==> src/rtl/dmem_port_arbiter.sv <==
// Two-port arbiter and access sequencer for the single-ported MIPS data memory.
// Build option: define DMEM_ARB_RR_EN for round-robin tie-breaking (fixed p0 priority otherwise).
module dmem_port_arbiter #(
  parameter int unsigned ADDR_W  = 8,
  parameter int unsigned MEM_LAT = 1
) (
  input  logic        clk,
  input  logic        rst,
  input  logic        p0_req,
  input  logic        p0_we,
  input  logic [31:0] p0_addr,
  input  logic [31:0] p0_wdata,
  output logic        p0_gnt,
  output logic        p0_rvalid,
  output logic [31:0] p0_rdata,
  output logic        p0_err,
  input  logic        p1_req,
  input  logic        p1_we,
  input  logic [31:0] p1_addr,
  input  logic [31:0] p1_wdata,
  output logic        p1_gnt,
  output logic        p1_rvalid,
  output logic [31:0] p1_rdata,
  output logic        p1_err,
  output logic [31:0] mem_addr,
  output logic [31:0] mem_wdata,
  output logic        mem_read,
  output logic        mem_write,
  input  logic [31:0] mem_rdata
);

  localparam int unsigned CNT_W = 3;

  typedef enum logic [1:0] {IDLE, ISSUE, WAIT, RESP} state_e;

  state_e             state_q, state_d;
  logic               id_q, id_d;
  logic               we_q, we_d;
  logic               legal_q, legal_d;
  logic [CNT_W-1:0]   cnt_q, cnt_d;
  logic [1:0]         gnt_q, gnt_d;
  logic [1:0]         rvalid_q, rvalid_d;
  logic [1:0]         err_q, err_d;
  logic [31:0]        rdata0_q, rdata0_d;
  logic [31:0]        rdata1_q, rdata1_d;
  logic [31:0]        mem_addr_q, mem_addr_d;
  logic [31:0]        mem_wdata_q, mem_wdata_d;
  logic               mem_read_q, mem_read_d;
  logic               mem_write_q, mem_write_d;
`ifdef DMEM_ARB_RR_EN
  logic               pref_q, pref_d;
`endif

  logic               win_id;
  logic               win_we;
  logic [31:0]        win_addr;
  logic [31:0]        win_wdata;
  logic               win_legal;

  // Winner selection among the ports currently requesting
  always_comb begin
`ifdef DMEM_ARB_RR_EN
    win_id = (p0_req && p1_req) ? pref_q : !p0_req;
`else
    win_id = !p0_req;
`endif
    win_we    = win_id ? p1_we    : p0_we;
    win_addr  = win_id ? p1_addr  : p0_addr;
    win_wdata = win_id ? p1_wdata : p0_wdata;
    win_legal = (win_addr[1:0] == 2'b00) && ((win_addr >> (ADDR_W + 2)) == 32'd0);
  end

  // Next-state and registered-output logic
  always_comb begin
    state_d     = state_q;
    id_d        = id_q;
    we_d        = we_q;
    legal_d     = legal_q;
    cnt_d       = cnt_q;
    gnt_d       = 2'b00;
    rvalid_d    = 2'b00;
    err_d       = 2'b00;
    rdata0_d    = 32'd0;
    rdata1_d    = 32'd0;
    mem_addr_d  = mem_addr_q;
    mem_wdata_d = mem_wdata_q;
    mem_read_d  = 1'b0;
    mem_write_d = 1'b0;
`ifdef DMEM_ARB_RR_EN
    pref_d      = pref_q;
`endif
    unique case (state_q)
      IDLE: begin
        if (p0_req || p1_req) begin
          id_d          = win_id;
          we_d          = win_we;
          legal_d       = win_legal;
          gnt_d[win_id] = 1'b1;
          if (win_legal) begin
            mem_addr_d  = 32'(win_addr[ADDR_W+1:2]);
            mem_wdata_d = win_wdata;
            mem_read_d  = !win_we;
            mem_write_d = win_we;
          end
          state_d = ISSUE;
        end
      end
      ISSUE: begin
`ifdef DMEM_ARB_RR_EN
        pref_d = !id_q;
`endif
        if (we_q || !legal_q) begin
          rvalid_d[id_q] = 1'b1;
          err_d[id_q]    = !legal_q;
          state_d        = RESP;
        end else begin
          cnt_d   = CNT_W'(MEM_LAT - 1);
          state_d = WAIT;
        end
      end
      WAIT: begin
        if (cnt_q == '0) begin
          rvalid_d[id_q] = 1'b1;
          if (id_q) rdata1_d = mem_rdata;
          else      rdata0_d = mem_rdata;
          state_d = RESP;
        end else begin
          cnt_d = cnt_q - CNT_W'(1);
        end
      end
      RESP: begin
        state_d = IDLE;
      end
      default: begin
        state_d = IDLE;
      end
    endcase
  end

  always_ff @(posedge clk or negedge rst) begin
    if (!rst) begin
      state_q     <= IDLE;
      id_q        <= 1'b0;
      we_q        <= 1'b0;
      legal_q     <= 1'b0;
      cnt_q       <= '0;
      gnt_q       <= 2'b00;
      rvalid_q    <= 2'b00;
      err_q       <= 2'b00;
      rdata0_q    <= 32'd0;
      rdata1_q    <= 32'd0;
      mem_addr_q  <= 32'd0;
      mem_wdata_q <= 32'd0;
      mem_read_q  <= 1'b0;
      mem_write_q <= 1'b0;
`ifdef DMEM_ARB_RR_EN
      pref_q      <= 1'b0;
`endif
    end else begin
      state_q     <= state_d;
      id_q        <= id_d;
      we_q        <= we_d;
      legal_q     <= legal_d;
      cnt_q       <= cnt_d;
      gnt_q       <= gnt_d;
      rvalid_q    <= rvalid_d;
      err_q       <= err_d;
      rdata0_q    <= rdata0_d;
      rdata1_q    <= rdata1_d;
      mem_addr_q  <= mem_addr_d;
      mem_wdata_q <= mem_wdata_d;
      mem_read_q  <= mem_read_d;
      mem_write_q <= mem_write_d;
`ifdef DMEM_ARB_RR_EN
      pref_q      <= pref_d;
`endif
    end
  end

  assign p0_gnt    = gnt_q[0];
  assign p1_gnt    = gnt_q[1];
  assign p0_rvalid = rvalid_q[0];
  assign p1_rvalid = rvalid_q[1];
  assign p0_err    = err_q[0];
  assign p1_err    = err_q[1];
  assign p0_rdata  = rdata0_q;
  assign p1_rdata  = rdata1_q;
  assign mem_addr  = mem_addr_q;
  assign mem_wdata = mem_wdata_q;
  assign mem_read  = mem_read_q;
  assign mem_write = mem_write_q;

endmodule

==> config.mk <==
export PLATFORM = sky130hd
export DESIGN_NAME = dmem_port_arbiter
export DESIGN_NICKNAME = d
export VERILOG_FILES = /design/src/rtl/dmem_port_arbiter.sv
export SDC_FILE = /design/constraint.sdc
export NUM_CORES = 1
export LEC_CHECK = 0
export BUFFER_PORTS_ARGS = -buffer_cell sky130_fd_sc_hd__clkbuf_2
export CAP_MARGIN = 25
export CORE_MARGIN = 2
export CORE_UTILIZATION = 25
export DETAILED_ROUTE_END_ITERATION = 10
export GPL_TIMING_DRIVEN = 0
export MAX_ROUTING_LAYER = met4
export REMOVE_ABC_BUFFERS = 1
export SETUP_SLACK_MARGIN = 0.4
export SKIP_CTS_REPAIR_TIMING = 1
export SLEW_MARGIN = 10
export SYNTH_ARGS = -nofsm -noshare
export SYNTH_HDL_FRONTEND = slang
export SYNTH_SLANG_ARGS = --single-unit
==> constraint.sdc <==
create_clock -name clk -period 2.48 [get_ports clk]
set_clock_uncertainty 0.1 [all_clocks]
set_input_delay 0.744 -clock clk [delete_from_list [all_inputs] [get_ports clk]]
set_output_delay 0.744 -clock clk [all_outputs]
set_load 0.01 [all_outputs]
==> metrics.yaml, run 1 <==
status:
  run_status: "completed"
power:
  report.power.total_mw: 5.945
  vdd.ir_drop.worst_v: 0.0004246
  power.density_cell_area_nw_per_um2: 758.3
  total_leakage_power_nw: 4.205
placement:
  placement.io_buffers: 277
  pre_cts_ws_ns: -1.238
  dpl_cell_area_sq_um: 6764
  dpl.hpwl_mm: 9.837
  globalplace.congestion: 0.6955
critical_path:
  critical_path_peak_fanout: 8
  critical_path.cell_chain: "buf_6, nor4_4, nand4_1, a2111oi_4, buf_6, buf_12, buf_12, buf_12, mux2_2"
  critical_path.startpoint: "p1_addr[21]"
  critPathKind: "input port to flop"
  endpoint_kind: "flop"
  critical_path.max_stage_delay_ns: 0.40
  timing.critical_path.from_type: "input port"
  critical_path.slowest_cell: "sky130_fd_sc_hd__a2111oi_4"
  reg2reg_from: "state_q[0]"
  worst_ep_arrival_time_ns: 2.59
  crit_required_ns: 2.67
  worst_path_most_repeated_cell: "sky130_fd_sc_hd__buf_12"
yosys:
  syn_area_sq_um: 5101
  synth_edf_count: 0
  async_flop_share_pct: 100.0
  syn_avg_cell_area_sq_um: 13.32
  synth.ff_latch_count: 120
  synth_flop_cell: "sky130_fd_sc_hd__dfrtp_1"
  synth_cell_type_count: 37
  count_of_warnings_emitted_by_yosys: 0
  post_synth_main_area_contributors: "sky130_fd_sc_hd__dfrtp_1 59%, sky130_fd_sc_hd__mux2_2 17%, sky130_fd_sc_hd__and2_1 8.0%"
  yosysTopAreaCell: "sky130_fd_sc_hd__dfrtp_1"
  synth_sequential_area_ratio_pct: 58.87
  synth_top_area_share_pct: 58.87
  post_synth_inst_count: 383
timing:
  fmax_ghz: 0.4166
  report.final.slew_viol_count: 0
  period_utilization_post_route_pct: 96.80
  hold_viol: 0
  report.final.setup_viol: 0
  min_period_ns: 2.401
  fin_hold_ws_ns: 0.1830
  rsz0062_at_grt: "yes"
  setup_slack_ns: 0.07939
global_route:
  largest_net_degree_at_the_start_of_global_routing: 73
  residual_overflow_from_global_routing: 0
  grt_usage_pct: 12.16
  first_global_vias: 3838
  grt_first_pass_wirelength_mm: 19.51
  initial_antenna_violation_count: 1
die:
  num_rows: 52
  floorplan.io_pins: 302
  starting_density_pct: 25.37
  floorplan.die_area_sq_um: 21560
  fp.dieH_um: 146.8
  dieWidth_um: 146.8
  core_area_sq_um: 20100
routing:
  remaining_drc_errors: 0
  drt-wirelength-per-cell_um: 13.74
  routed_wl_mm: 13.48
  vias: 3947
  first_pass_iters: 4
  routed_via_density: 4.023
  ant_nets: 0
  dr.first_iter.drc_count: 57
layout:
  multi_input_comb_area_sq_um: 2068
  fin_area_sq_um: 7840
  final-seq-area_sq_um: 3003
  layout.filler_cells: 1909
  drive_above_1_share_pct: 60.85
  flow.area_growth_from_synthesis_pct: 53.69
  utilization_after_layout_pct: 39.00
  num-nets-final: 868
cts:
  clock_latency_ns: 0.41
  cts.sinks: 120
  clock-root-buffer: "sky130_fd_sc_hd__clkbuf_16"
  cts-buffers-inserted: 17
  cts-htree-levels: 4
  clk_pin_slew_worst_paths_ns: 0.05
  cts.path.max_buffers: 2
  cts_tree: "yes"
job:
  max_cap_viol_count: 0
worst_hold_path:
  worstHoldPathType: "input port to async pin"
placed cells by master, fill, tap and decap left out, types with 2 or more instances in the layout:
master | netlist | layout
sky130_fd_sc_hd__clkbuf_2 | 0 | 271
sky130_fd_sc_hd__dfrtp_1 | 120 | 120
sky130_fd_sc_hd__and2_1 | 65 | 65
sky130_fd_sc_hd__mux2_2 | 78 | 61
sky130_fd_sc_hd__conb_1 | 1 | 24
sky130_fd_sc_hd__buf_4 | 24 | 21
sky130_fd_sc_hd__clkbuf_16 | 0 | 20
sky130_fd_sc_hd__mux2_4 | 0 | 19
sky130_fd_sc_hd__inv_1 | 8 | 8
sky130_fd_sc_hd__buf_6 | 4 | 7
sky130_fd_sc_hd__nor2_1 | 6 | 5
sky130_fd_sc_hd__a21oi_1 | 5 | 5
sky130_fd_sc_hd__ha_1 | 5 | 5
sky130_fd_sc_hd__clkbuf_1 | 11 | 5
sky130_fd_sc_hd__buf_12 | 0 | 5
sky130_fd_sc_hd__nand2_1 | 4 | 4
sky130_fd_sc_hd__nor4_4 | 0 | 4
sky130_fd_sc_hd__nand4_1 | 4 | 4
sky130_fd_sc_hd__o21ai_0 | 4 | 4
sky130_fd_sc_hd__clkinv_2 | 0 | 4
sky130_fd_sc_hd__nor3b_1 | 3 | 3
sky130_fd_sc_hd__nor4_2 | 0 | 3
sky130_fd_sc_hd__nor3_1 | 4 | 3
sky130_fd_sc_hd__o31ai_1 | 3 | 3
sky130_fd_sc_hd__clkinvlp_4 | 0 | 3
sky130_fd_sc_hd__clkbuf_8 | 0 | 3
sky130_fd_sc_hd__buf_8 | 0 | 3
sky130_fd_sc_hd__nand2b_1 | 2 | 2
sky130_fd_sc_hd__and3b_1 | 2 | 2
sky130_fd_sc_hd__nor2b_1 | 2 | 2
sky130_fd_sc_hd__a21o_1 | 2 | 2
sky130_fd_sc_hd__a22o_1 | 2 | 2
cells by family (layout without fill, tap and decap cells):
| family | after synthesis | in the layout | synth area share [%] |
|---|---|---|---|
| flip-flops | 120 | 120 | 58.87 |
| AND/OR/NAND/NOR | 104 | 104 | 12.48 |
| multiplexers | 81 | 81 | 17.86 |
| buffers and inverters | 48 | 352 | 5.887 |
| AO/OA/AOI/OAI | 24 | 24 | 3.606 |
| adder cells (fa/ha/maj) | 5 | 5 | 1.226 |
| other | 1 | 25 | 0.07351 |
worst max-delay path, delay by kind of cell:
kind                   cells  cell delay (ns)
multiplexers               1             0.33
buffers and inverters      5             0.65
AND/OR/NAND/NOR            2             0.45
AO/OA/AOI/OAI              1             0.40
through the flow:
step,std cells,setup TNS [ns]
3_3_place_gp,913,-285.07
5_1_grt,981,0
2_1_floorplan,366,-41.03
3_5_place_dp,920,-39.20
6_report,981,0
4_1_cts,952,-21.27
power by group:
| group | internal, mW | switching (mW) | leakage [nW] |
|---|---|---|---|
| clock | 1.42 | 0.850 | 0.260 |
| sequential | 2.24 | 0.109 | 1.65 |
| combinational | 0.607 | 0.719 | 2.30 |
layout make-up:
cell class              count  area share (%)
well taps                 270           4.309
multi-input cells         238           26.38
inverters                   8          0.3830
clock buffers              24           6.017
clock inverters             8          0.9256
flip-flops and latches    120           38.30
repair buffers            312           23.65
diodes                      1         0.03192
layer usage:
layer  vias to the layer above  part of all wire, %  GRT usage [%]
met4                         0                  1.6          4.466
met3                        14                  8.3          4.441
met5                         -                    0              -
met2                       200                   48          19.58
met1                      1838                   42          13.95
li1                       1895                    -              -
cells in the mapped netlist (3+ instances only):
cell type and n:
sky130_fd_sc_hd__mux2_2 78, sky130_fd_sc_hd__ha_1 5, sky130_fd_sc_hd__o21ai_0 4, sky130_fd_sc_hd__inv_1 8
sky130_fd_sc_hd__and2_1 65, sky130_fd_sc_hd__a21oi_1 5, sky130_fd_sc_hd__nand2_1 4, sky130_fd_sc_hd__o31ai_1 3
sky130_fd_sc_hd__buf_4 24, sky130_fd_sc_hd__clkbuf_1 11, sky130_fd_sc_hd__nor3b_1 3, sky130_fd_sc_hd__nor2_1 6
sky130_fd_sc_hd__buf_6 4, sky130_fd_sc_hd__nor4_1 8, sky130_fd_sc_hd__nand4_1 4, sky130_fd_sc_hd__dfrtp_1 120
sky130_fd_sc_hd__nor3_1 4
flip-flops by register name (all words and copies together) (netlist names), 3 cells and up:
register   count
cnt_q          3
mem_addr       8
p1_rdata      32
p0_rdata      32
mem_wdata     32
path summary, 6_finish.rpt:
check / end / slack, ns / cells past startpoint
setup / recovery: mem_wdata[24] / 0.08 / 9
hold / removal: mem_wdata[13] / 0.18 / 1
setup reg to reg: mem_wdata[24] / 0.16 / 9
hold reg to reg: err_q[0] / 0.38 / 1
max in group asynchronous: p1_rdata[26] / 1.42 / 2
min in group clk: err_q[0] / 0.38 / 1
(Power assumes the default switching activity.)
==> run 2: changes to the inputs <==
--- a/config.mk
+++ b/config.mk
@@ -10,7 +10,7 @@
 export CORE_MARGIN = 2
 export CORE_UTILIZATION = 25
 export DETAILED_ROUTE_END_ITERATION = 10
-export GPL_TIMING_DRIVEN = 0
+export GPL_ROUTABILITY_DRIVEN = 0
 export MAX_ROUTING_LAYER = met4
 export REMOVE_ABC_BUFFERS = 1
 export SETUP_SLACK_MARGIN = 0.4
==> run 2 against run 1 <==
  * Cell area decreased by 4.0%
  * Worst hold slack improved by 0.059 ns
  * Routed wire length decreased by 1.0%
  * Count of clock-buffer cells in the layout decreased by 1
  * Die area unchanged
  * Combinational power decreased by 5%
  * Utilization decreased by 1.6 points
  * Sequential power about the same
  * Largest cell class unchanged
  * Highest routed layer unchanged
==> metrics.yaml, run 2 (synthesis gave the netlist of run 1 again) <==
die:
  floorplan.die_area_sq_um: 21560  # unchanged
  floorplan.io_pins: 302  # unchanged
  core_area_sq_um: 20100  # unchanged
  starting_density_pct: 25.37  # unchanged
  fp.dieH_um: 146.8  # unchanged
  num_rows: 52  # unchanged
  dieWidth_um: 146.8  # unchanged
routing:
  drt-wirelength-per-cell_um: 13.87  # +0.94%
  ant_nets: 0  # unchanged
  vias: 3894  # -1.3%
  remaining_drc_errors: 0  # unchanged
  first_pass_iters: 4  # unchanged
  dr.first_iter.drc_count: 81  # +42%
  routed_via_density: 4.048  # +0.61%
  routed_wl_mm: 13.34  # -1.0%
cts:
  cts.path.max_buffers: 2  # unchanged
  cts-buffers-inserted: 17  # unchanged
  cts.sinks: 120  # unchanged
  clock_latency_ns: 0.40  # about the same
  cts-htree-levels: 4  # unchanged
  clock-root-buffer: "sky130_fd_sc_hd__clkbuf_16"
  clk_pin_slew_worst_paths_ns: 0.06  # about the same
  cts_tree: "yes"
critical_path:
  critical_path.slowest_cell: "sky130_fd_sc_hd__a2111oi_4"
  critical_path_peak_fanout: 5  # -3
  critical_path.max_stage_delay_ns: 0.47  # +0.07 ns
  reg2regPathDepth: 8  # -1
  r2r_setup_slack_ns: 0.29  # +0.13 ns
  reg2reg_from: "state_q[0]"
  crit_required_ns: 2.66  # about the same
  critical_path.startpoint: "p0_addr[12]"
  path_delay_family: "buffers and inverters"
  cp_num_buf_inv: 4  # -1
  endpoint_kind: "flop"
  worst_ep_arrival_time_ns: 2.54  # -0.05 ns
  worst_r2r_endpoint: "mem_addr[7]"
  worst_path_most_repeated_cell: "sky130_fd_sc_hd__buf_6"
  critical_path.cell_chain: "buf_6, nor4b_4, nand4_1, a2111oi_4, buf_4, buf_6, buf_8, mux2_2"
  critPathKind: "input port to flop"
  timing.critical_path.from_type: "input port"
global_route:
  initial_antenna_violation_count: 0  # -1
  grt_met3_use_pct: 4.348  # -0.093 points
  global_route.usage.met1_pct: 14.57  # +0.63 points
  grt_usage_pct: 12.32  # +0.17 points
  first_global_vias: 3886  # +1.3%
  global_route.peak_usage_layer: "met2"
  largest_net_degree_at_the_start_of_global_routing: 65  # -11%
  use_met2_pct: 19.51  # -0.070 points
  grt_first_pass_wirelength_mm: 19.88  # +1.9%
  residual_overflow_from_global_routing: 0  # unchanged
timing:
  tightest_slew_ns: 0.5538
  fmax_ghz: 0.4237  # +1.7%
  max-slew-margin-rel_pct: 63.08
  min_period_ns: 2.360  # -0.04048 ns
  report.final.setup_viol: 0  # unchanged
  tns_ns: 0  # unchanged
  report.final.slew_viol_count: 0  # unchanged
  rsz0062_at_grt: "yes"
  period_utilization_post_route_pct: 95.17  # -1.6 points
  fin_hold_ws_ns: 0.2416  # +0.05868 ns
  hold_viol: 0  # unchanged
status:
  run_status: "completed"
layout:
  drive_above_1_share_pct: 59.68  # -1.2 points
  layout.filler_cells: 1987  # +4.1%
  most-common-layout-cells: "275 x sky130_fd_sc_hd__clkbuf_2, 120 x sky130_fd_sc_hd__dfrtp_1, 72 x sky130_fd_sc_hd__mux2_2"
  utilization_after_layout_pct: 37.44  # -1.6 points
  final_common_cell: "sky130_fd_sc_hd__clkbuf_2"
  num_antenna_cells: 0  # -1
  final-seq-area_sq_um: 3003  # unchanged
  final-instance-count-excl-fill: 962  # -1.9%
  multi_input_comb_area_sq_um: 1968  # -4.8%
  flow.area_growth_from_synthesis_pct: 47.56
  num-nets-final: 851  # -2.0%
power:
  total_leakage_power_nw: 4.088  # -2.8%
  power.density_cell_area_nw_per_um2: 800.4  # +5.5%
  vdd.ir_drop.worst_v: 0.0004124  # -2.9%
  report.power.total_mw: 6.025  # +1.3%
worst_hold_path:
  worstHoldPathType: "input port to async pin"
placement:
  placement.io_buffers: 277  # unchanged
  dpl.hpwl_mm: 9.723  # -1.2%
  place_inst: 926  # +0.65%
job:
  max_cap_viol_count: 0  # unchanged
[run 2: changes by cell type in the layout (fill, tap and decap cells not counted), sizes merged]
| cell | before | now |
|---|---|---|
| buf | 37 | 18 |
| bufinv | 1 | 2 |
| clkbuf | 299 | 300 |
| clkinvlp | 3 | 2 |
| diode | 1 | 0 |
[run 2: power breakdown]
part           switching, mW  internal, mW
clock                  0.843          1.57
sequential             0.107          2.24
combinational          0.703         0.562
[run 2: through the flow]
step	cell area (sq um)	worst slack, ns
2_1_floorplan	4917	-1.012
3_3_place_gp	6782	-0.2290
3_5_place_dp	6782	-0.2728
4_1_cts	7365	0.1584
5_1_grt	7527	0.07616
6_report	7527	0.1199
[run 2: area by class of cell]
type / count / area share [%]
well taps: 270 / 4.488
repair buffers: 295 / 21.33
clock inverters: 8 / 1.263
clock buffers: 23 / 6.483
flip-flops and latches: 120 / 39.89
multi-input cells: 238 / 26.15
inverters: 8 / 0.3989
[run 2: worst max-delay path by stage]
| stage | end | slack [ns] | depth (start not counted) |
|---|---|---|---|
| 2_1_floorplan | mem_addr[0] | -1.01 | 4 |
| 3_3_place_gp | mem_wdata[15] | -0.23 | 6 |
| 3_5_place_dp | mem_wdata[7] | -0.27 | 6 |
| 4_1_cts | mem_wdata[7] | 0.16 | 6 |
| 5_1_grt | mem_wdata[25] | 0.08 | 8 |
| 6_report | mem_addr[7] | 0.12 | 8 |
[run 2: worst register-to-register path: stages, from the launching register on]
cell and delay [ns]:
sky130_fd_sc_hd__dfrtp_1 0.41, sky130_fd_sc_hd__inv_1 0.10, sky130_fd_sc_hd__ha_1 0.18, sky130_fd_sc_hd__inv_1 0.11
sky130_fd_sc_hd__a2111oi_4 0.40, sky130_fd_sc_hd__buf_4 0.21, sky130_fd_sc_hd__buf_6 0.11, sky130_fd_sc_hd__buf_8 0.11
sky130_fd_sc_hd__mux2_2 0.33
[run 2: routing by layer]
layer	vias to the layer above	part of all wire (%)
met5	-	0
met4	0	1.1
met3	9	9.2
met2	197	48
met1	1834	42
li1	1854	-
